**src/rtl/dqbus_pkg.sv**
```systemverilog
// Shared types and elaboration helpers for the DQ/DQS bus scheduler.
package dqbus_pkg;

   typedef enum logic {
      DIR_WR = 1'b0,
      DIR_RD = 1'b1
   } dir_e;

   typedef enum logic [1:0] {
      ST_IDLE  = 2'd0,
      ST_PRE   = 2'd1,
      ST_BURST = 2'd2,
      ST_POST  = 2'd3
   } state_e;

   function automatic int max_int(input int a, input int b);
      return (a > b) ? a : b;
   endfunction

   function automatic bit params_ok(input int bl, input int turn_cyc, input int pre_cyc,
                                    input int post_cyc, input int max_same);
      return (bl >= 4) && (bl % 2 == 0) && (turn_cyc >= 0) && (turn_cyc <= 15) &&
             (pre_cyc >= 1) && (post_cyc >= 1) && (max_same >= 1);
   endfunction

endpackage

```
**src/rtl/dqbus_arb.sv**
```systemverilog
// Direction pick and grant eligibility for an IDLE-cycle decision.
module dqbus_arb
   import dqbus_pkg::*;
#(
   parameter int MAX_SAME = 4,
   parameter int TURN_CYC = 2,
   parameter int SAME_W   = 3,
   parameter int GAP_W    = 2
) (
   input  logic              i_wr_req,
   input  logic              i_rd_req,
   input  logic              i_last_vld,
   input  dir_e              i_last_dir,
   input  logic [SAME_W-1:0] i_same_cnt,
   input  logic [GAP_W-1:0]  i_gap_cnt,
   output logic              o_gnt_vld,
   output dir_e              o_gnt_dir,
   output logic              o_same_full
);

   logic w_gap_ok;
   logic w_same_req;
   logic w_opp_req;
   dir_e w_opp_dir;

   assign o_same_full = (i_same_cnt == SAME_W'(MAX_SAME));
   assign w_gap_ok    = (i_gap_cnt == GAP_W'(TURN_CYC));
   assign w_same_req  = (i_last_dir == DIR_WR) ? i_wr_req : i_rd_req;
   assign w_opp_req   = (i_last_dir == DIR_WR) ? i_rd_req : i_wr_req;
   assign w_opp_dir   = (i_last_dir == DIR_WR) ? DIR_RD : DIR_WR;

   always_comb begin
      o_gnt_vld = 1'b0;
      o_gnt_dir = DIR_WR;
      if (!i_last_vld) begin
         // fresh bus: no turnaround owed, write wins a tie
         if (i_wr_req) begin
            o_gnt_vld = 1'b1;
            o_gnt_dir = DIR_WR;
         end else if (i_rd_req) begin
            o_gnt_vld = 1'b1;
            o_gnt_dir = DIR_RD;
         end
      end else if (w_same_req && !(w_opp_req && o_same_full)) begin
         o_gnt_vld = 1'b1;
         o_gnt_dir = i_last_dir;
      end else if (w_opp_req && w_gap_ok) begin
         o_gnt_vld = 1'b1;
         o_gnt_dir = w_opp_dir;
      end
   end

endmodule

```
**src/rtl/dqbus_sched.sv**
```systemverilog
// DQ/DQS bus scheduler: grants read/write bursts, enforces turnaround,
// and produces registered PHY output enables and the read capture gate.
//
//   state    | meaning
//   ---------+--------------------------------------------------------
//   ST_IDLE  | bus released; arbitrate, count turnaround gap
//   ST_PRE   | DQS preamble, PRE_CYC clocks
//   ST_BURST | data beats, BL/2 clocks per grant; may chain seamlessly
//   ST_POST  | DQS postamble, POST_CYC clocks, then bus released
module dqbus_sched
   import dqbus_pkg::*;
#(
   parameter int BL       = 8,
   parameter int TURN_CYC = 2,
   parameter int PRE_CYC  = 1,
   parameter int POST_CYC = 1,
   parameter int MAX_SAME = 4
) (
   input  logic clk,
   input  logic rst_n,
   input  logic wr_req,
   input  logic rd_req,
   output logic wr_gnt,
   output logic rd_gnt,
   output logic dq_oe,
   output logic dqs_oe,
   output logic dqs_gate,
   output logic burst_last,
   output logic busy
);

   localparam int HALF    = BL / 2;
   localparam int CNT_MAX = max_int(max_int(HALF, PRE_CYC), POST_CYC);
   localparam int CNT_W   = $clog2(CNT_MAX + 1);
   localparam int SAME_W  = $clog2(MAX_SAME + 1);
   localparam int GAP_W   = (TURN_CYC > 0) ? $clog2(TURN_CYC + 1) : 1;

   localparam logic [CNT_W-1:0] PRE_LD   = CNT_W'(PRE_CYC - 1);
   localparam logic [CNT_W-1:0] BURST_LD = CNT_W'(HALF - 1);
   localparam logic [CNT_W-1:0] POST_LD  = CNT_W'(POST_CYC - 1);

   if (!params_ok(BL, TURN_CYC, PRE_CYC, POST_CYC, MAX_SAME)) begin : g_bad_params
      $error("dqbus_sched: illegal parameter set");
   end

   state_e            r_state, w_state_nxt;
   dir_e              r_dir, w_dir_nxt;
   dir_e              r_last_dir, w_last_dir_nxt;
   logic              r_last_vld, w_last_vld_nxt;
   logic [SAME_W-1:0] r_same_cnt, w_same_nxt, w_same_inc;
   logic [GAP_W-1:0]  r_gap_cnt, w_gap_nxt;
   logic [CNT_W-1:0]  r_cnt, w_cnt_nxt;
   logic              w_gnt;
   logic              w_arb_vld;
   dir_e              w_arb_dir;
   logic              w_same_full;
   logic              w_cur_req;
   logic              w_oth_req;
   logic              w_seam;

   logic r_wr_gnt, r_rd_gnt, r_dq_oe, r_dqs_oe, r_dqs_gate, r_burst_last, r_busy;

   dqbus_arb #(
      .MAX_SAME (MAX_SAME),
      .TURN_CYC (TURN_CYC),
      .SAME_W   (SAME_W),
      .GAP_W    (GAP_W)
   ) u_arb (
      .i_wr_req    (wr_req),
      .i_rd_req    (rd_req),
      .i_last_vld  (r_last_vld),
      .i_last_dir  (r_last_dir),
      .i_same_cnt  (r_same_cnt),
      .i_gap_cnt   (r_gap_cnt),
      .o_gnt_vld   (w_arb_vld),
      .o_gnt_dir   (w_arb_dir),
      .o_same_full (w_same_full)
   );

   assign w_same_inc = w_same_full ? r_same_cnt : r_same_cnt + SAME_W'(1);
   assign w_cur_req  = (r_dir == DIR_WR) ? wr_req : rd_req;
   assign w_oth_req  = (r_dir == DIR_WR) ? rd_req : wr_req;
   // chain another burst unless the waiting opposite side has used up its patience
   assign w_seam     = w_cur_req && !(w_oth_req && w_same_full);

   always_comb begin
      w_state_nxt    = r_state;
      w_dir_nxt      = r_dir;
      w_last_dir_nxt = r_last_dir;
      w_last_vld_nxt = r_last_vld;
      w_same_nxt     = r_same_cnt;
      w_gap_nxt      = r_gap_cnt;
      w_cnt_nxt      = r_cnt;
      w_gnt          = 1'b0;
      case (r_state)
         ST_IDLE: begin
            if (w_arb_vld) begin
               w_state_nxt = ST_PRE;
               w_cnt_nxt   = PRE_LD;
               w_dir_nxt   = w_arb_dir;
               w_gnt       = 1'b1;
               w_same_nxt  = (r_last_vld && (w_arb_dir == r_last_dir)) ? w_same_inc
                                                                         : SAME_W'(1);
            end else if (r_gap_cnt != GAP_W'(TURN_CYC)) begin
               w_gap_nxt = r_gap_cnt + GAP_W'(1);
            end
         end
         ST_PRE: begin
            if (r_cnt == '0) begin
               w_state_nxt = ST_BURST;
               w_cnt_nxt   = BURST_LD;
            end else begin
               w_cnt_nxt = r_cnt - CNT_W'(1);
            end
         end
         ST_BURST: begin
            if (r_cnt != '0) begin
               w_cnt_nxt = r_cnt - CNT_W'(1);
            end else if (w_seam) begin
               w_cnt_nxt  = BURST_LD;
               w_gnt      = 1'b1;
               w_same_nxt = w_same_inc;
            end else begin
               w_state_nxt = ST_POST;
               w_cnt_nxt   = POST_LD;
            end
         end
         ST_POST: begin
            if (r_cnt == '0) begin
               w_state_nxt    = ST_IDLE;
               w_gap_nxt      = '0;
               w_last_dir_nxt = r_dir;
               w_last_vld_nxt = 1'b1;
            end else begin
               w_cnt_nxt = r_cnt - CNT_W'(1);
            end
         end
         default: w_state_nxt = ST_IDLE;
      endcase
   end

   always_ff @(posedge clk or negedge rst_n) begin
      if (!rst_n) begin
         r_state      <= ST_IDLE;
         r_dir        <= DIR_WR;
         r_last_dir   <= DIR_WR;
         r_last_vld   <= 1'b0;
         r_same_cnt   <= '0;
         r_gap_cnt    <= GAP_W'(TURN_CYC);
         r_cnt        <= '0;
         r_wr_gnt     <= 1'b0;
         r_rd_gnt     <= 1'b0;
         r_dq_oe      <= 1'b0;
         r_dqs_oe     <= 1'b0;
         r_dqs_gate   <= 1'b0;
         r_burst_last <= 1'b0;
         r_busy       <= 1'b0;
      end else begin
         r_state      <= w_state_nxt;
         r_dir        <= w_dir_nxt;
         r_last_dir   <= w_last_dir_nxt;
         r_last_vld   <= w_last_vld_nxt;
         r_same_cnt   <= w_same_nxt;
         r_gap_cnt    <= w_gap_nxt;
         r_cnt        <= w_cnt_nxt;
         r_wr_gnt     <= w_gnt && (w_dir_nxt == DIR_WR);
         r_rd_gnt     <= w_gnt && (w_dir_nxt == DIR_RD);
         r_dq_oe      <= (w_state_nxt == ST_BURST) && (w_dir_nxt == DIR_WR);
         r_dqs_oe     <= (w_state_nxt != ST_IDLE) && (w_dir_nxt == DIR_WR);
         r_dqs_gate   <= (w_state_nxt != ST_IDLE) && (w_dir_nxt == DIR_RD);
         r_burst_last <= (w_state_nxt == ST_BURST) && (w_cnt_nxt == '0);
         r_busy       <= (w_state_nxt != ST_IDLE);
      end
   end

   assign wr_gnt     = r_wr_gnt;
   assign rd_gnt     = r_rd_gnt;
   assign dq_oe      = r_dq_oe;
   assign dqs_oe     = r_dqs_oe;
   assign dqs_gate   = r_dqs_gate;
   assign burst_last = r_burst_last;
   assign busy       = r_busy;

endmodule

```
**config.mk**
```make
export PLATFORM = sky130hd
export DESIGN_NAME = dqbus_sched
export DESIGN_NICKNAME = d
export VERILOG_FILES = /design/src/rtl/dqbus_pkg.sv /design/src/rtl/dqbus_arb.sv /design/src/rtl/dqbus_sched.sv
export SDC_FILE = /design/constraint.sdc
export NUM_CORES = 1
export LEC_CHECK = 0
export ABC_AREA = 0
export BUFFER_PORTS_ARGS = -buffer_cell sky130_fd_sc_hd__buf_2
export CAP_MARGIN = 10
export CORE_ASPECT_RATIO = 1.25
export CORE_MARGIN = 4
export CORE_UTILIZATION = 38
export CTS_CLUSTER_DIAMETER = 80
export DETAILED_ROUTE_END_ITERATION = 10
export GPL_ROUTABILITY_DRIVEN = 0
export PLACE_DENSITY_LB_ADDON = 0.3
export SLEW_MARGIN = 20
export SYNTH_ARGS = -nofsm -noshare
export SYNTH_HDL_FRONTEND = slang
export SYNTH_HIERARCHICAL = 1
export SYNTH_SLANG_ARGS = --single-unit
```
**constraint.sdc**
```tcl
create_clock -name clk -period 2.6 [get_ports clk]
set_input_delay 0.13 -clock clk [delete_from_list [all_inputs] [get_ports clk]]
set_output_delay 0.13 -clock clk [all_outputs]
set_load 0.01 [all_outputs]
```
==> results_dict.tcl <==
set metrics [dict create \
    maxCapViolCount 0 \
    crit_arrival_ns 2.47 \
    synth.ff_latch_count 20 \
    clkLatencyLatePin_ns 0.31 \
    fin_crit_sh_pct 86.50 \
    worstSetupEndpointType "flip-flop" \
    via_per_inst 5.640 \
    powerDensity_mw_per_mm2 1260 \
    syn_nets 121 \
    fin_nets 135 \
    max_freq_mhz 444.7 \
    fin_area_mm2 0.001319 \
    dpl.hpwl_um 1728 \
    r2r_start "r_cnt[0]$_DFF_PN0_" \
    placed_area_mm2 0.001249 \
    finalHoldViolCount 0 \
    tns_ns 0 \
    fin_skew_ns 0.003126 \
    rows 22 \
    synth-edff-count 0 \
    cts.sinks 20 \
    drtAntennaViolNets 0 \
    syn_inst 112 \
    syn_to_final_growth_pct 13.33 \
    fin_ws_ns 0.3511 \
    worstSetupPathType "reg2reg" \
    slew_headroom_pct 65.85 \
    cts_made_buffers 3 \
    ctsHtreeMaxLevel 1 \
    die_w_um 57.50 \
    grt_pass1_vias 929 \
    drcViolationCount 0 \
    p_total_mw 1.662 \
    synthFlopType "dfrtp_1" \
    hp-class "in2async" \
    cts_tree "yes" \
    start_util_pct 39.51 \
    io_buffers 10 \
    dr_total_vias 908 \
    leakage_nw 0.5771 \
    async_flop_share_pct 100.0 \
    multiInputGateArea_um2 621.8 \
    tightestPinTransition_ns 0.5123 \
    syn-mean-instance-area_um2 10.39 \
    report.final.slew_viol_count 0 \
    pre_cts_slack_ns 0.2278 \
    cp-start-kind "flip-flop" \
    status "completed" \
    crit_start "r_cnt[0]$_DFF_PN0_" \
    grt_usage_pct 13.31 \
    clk_path_buf_depth 2 \
    n_fill_cell 272 \
    drt_iter0_drc 24 \
    ys_warn_count 6 \
    post_drt_wl_per_cell_um 15.02 \
    final.min_clock_period_ns 2.249 \
    routed_wirelength_um 2419 \
    dr.pass1.iters 5 \
    mappedNetlistArea_mm2 0.001164 \
    ir_drop_mv 0.5467 \
    antenna_found_initial 0 \
    clk_pin_slew_worst_paths_ns 0.12 \
    drive_gt1_share_pct 21.60 \
    grt_max_degree 21 \
    rsz0062_at_grt "false" \
    setup_viol 0 \
    seq_area_frac_synth_pct 43.12 \
    cp.required_ns 2.83 \
    core_area_mm2 0.002945 \
    antenna_cells 0 \
    die_y_um 69.87 \
    root_buffer "clkbuf_4" \
    ys_types 46 \
    grt_pass1_wl_um 4284 \
    fp.dieArea_mm2 0.004017 \
    regArea_um2 501.7 \
    crit_fanout 5 \
    grt_overflow_total 0 \
    ioPinCount 11 \
]
cell families after synthesis:
group	Yosys count	share of synthesized area, %
xor+xnor	2	1.506
simple gates	44	25.38
fa+ha+maj	5	5.376
buf+inv	12	4.086
compound gates	25	16.56
flops	20	43.12
mux	4	3.978
through the flow:
stage,hold WS (ns),util (%),instances
after global placement,0.1033,42.40,156
after detailed placement,0.1168,42.40,156
final,0.2931,44.77,161
after floorplan,-0.1656,-,112
after global routing,0.3211,44.77,161
after CTS,0.3072,44.52,161
area by class of cell:
class                      instances  area share [%]
inverter                          10           2.846
timing repair buffer              11           4.554
clock buffer                       3           1.708
multi-input combinational         80           47.15
tap                               36           3.416
sequential                        20           38.05
clock inverter                     1           2.277
where the power goes:
group          internal, mW  leakage, nW  switching [mW]
Sequential            0.447        0.244           0.173
Combinational         0.358        0.305           0.424
Clock                 0.156       0.0279           0.104
critical path, cell delays in order, from the launching register on:
cell	delay, ns
dfrtp_1	0.44
inv_1	0.09
ha_1	0.20
nor2b_4	0.24
inv_1	0.12
ha_1	0.29
a21bo_2	0.21
o31ai_1	0.08
o311ai_2	0.22
nor4_4	0.27
synthesized netlist by cell type, types with 2 or more instances:
library cell,instances,area (um^2)
nand3_1,2,10.01
nor3_1,4,20.02
o22a_1,2,17.52
nor2b_1,2,12.51
ha_1,5,62.56
mux2i_1,2,20.02
inv_1,10,37.54
nand3b_1,2,15.01
nand2_1,5,18.77
o21a_1,2,15.01
o21ai_0,4,20.02
nor2_1,8,30.03
nor3b_1,4,30.03
buf_2,2,10.01
a221oi_1,2,17.52
nand2b_1,5,31.28
dfrtp_1,19,475.5
a21oi_1,3,15.01
a31oi_1,2,12.51
sequential cells by signal, summed over array words and instances (netlist names), 2 cells and up:
| register | cells |
|---|---|
| r_cnt | 3 |
| r_same_cnt | 3 |
| r_gap_cnt | 2 |
| r_state | 2 |
worst paths after layout:
check | to | slack, ns | cells after the start
min reg2reg | r_gap_cnt[1]$_DFFE_PN1P_ | 0.51 | 2
max | burst_last$_DFF_PN0_ | 0.35 | 9
max reg2reg | burst_last$_DFF_PN0_ | 0.35 | 9
min | r_same_cnt[0]$_DFFE_PN0P_ | 0.29 | 2
min in group clk | r_state[0]$_DFF_PN0_ | 0.33 | 4
max in group asynchronous | r_gap_cnt[1]$_DFFE_PN1P_ | 1.96 | 2
repair_timing:
action	CTS	global route
hold buffers	1	0
resized for setup	0	1
setup endpoints to repair	0	2
setup buffers	0	0
hold endpoints to repair	19	0
cell usage in the layout, fill, tap and decap left out, types with 2 or more instances in the layout:
master,count
nand2b_1,5
nand3_1,2
buf_2,10
nor3b_1,4
o21a_1,2
dfrtp_1,19
nor2b_1,2
a31oi_1,2
a221oi_1,2
a21oi_1,3
inv_1,10
mux2i_1,2
nand2_1,5
nand3b_1,2
o21ai_0,4
nor3_1,4
o22a_1,2
clkbuf_4,3
nor2_1,8
ha_1,5
per-layer routing:
metal	vias to the layer above	global-route usage, %	part of all wire [%]
met5	-	0	0
met4	0	5.670	1.9
met3	6	2.957	3.4
met2	18	21.86	51
met1	447	16.44	44
li1	437	-	-
Note: power is estimated with default switching activity, not from simulation.
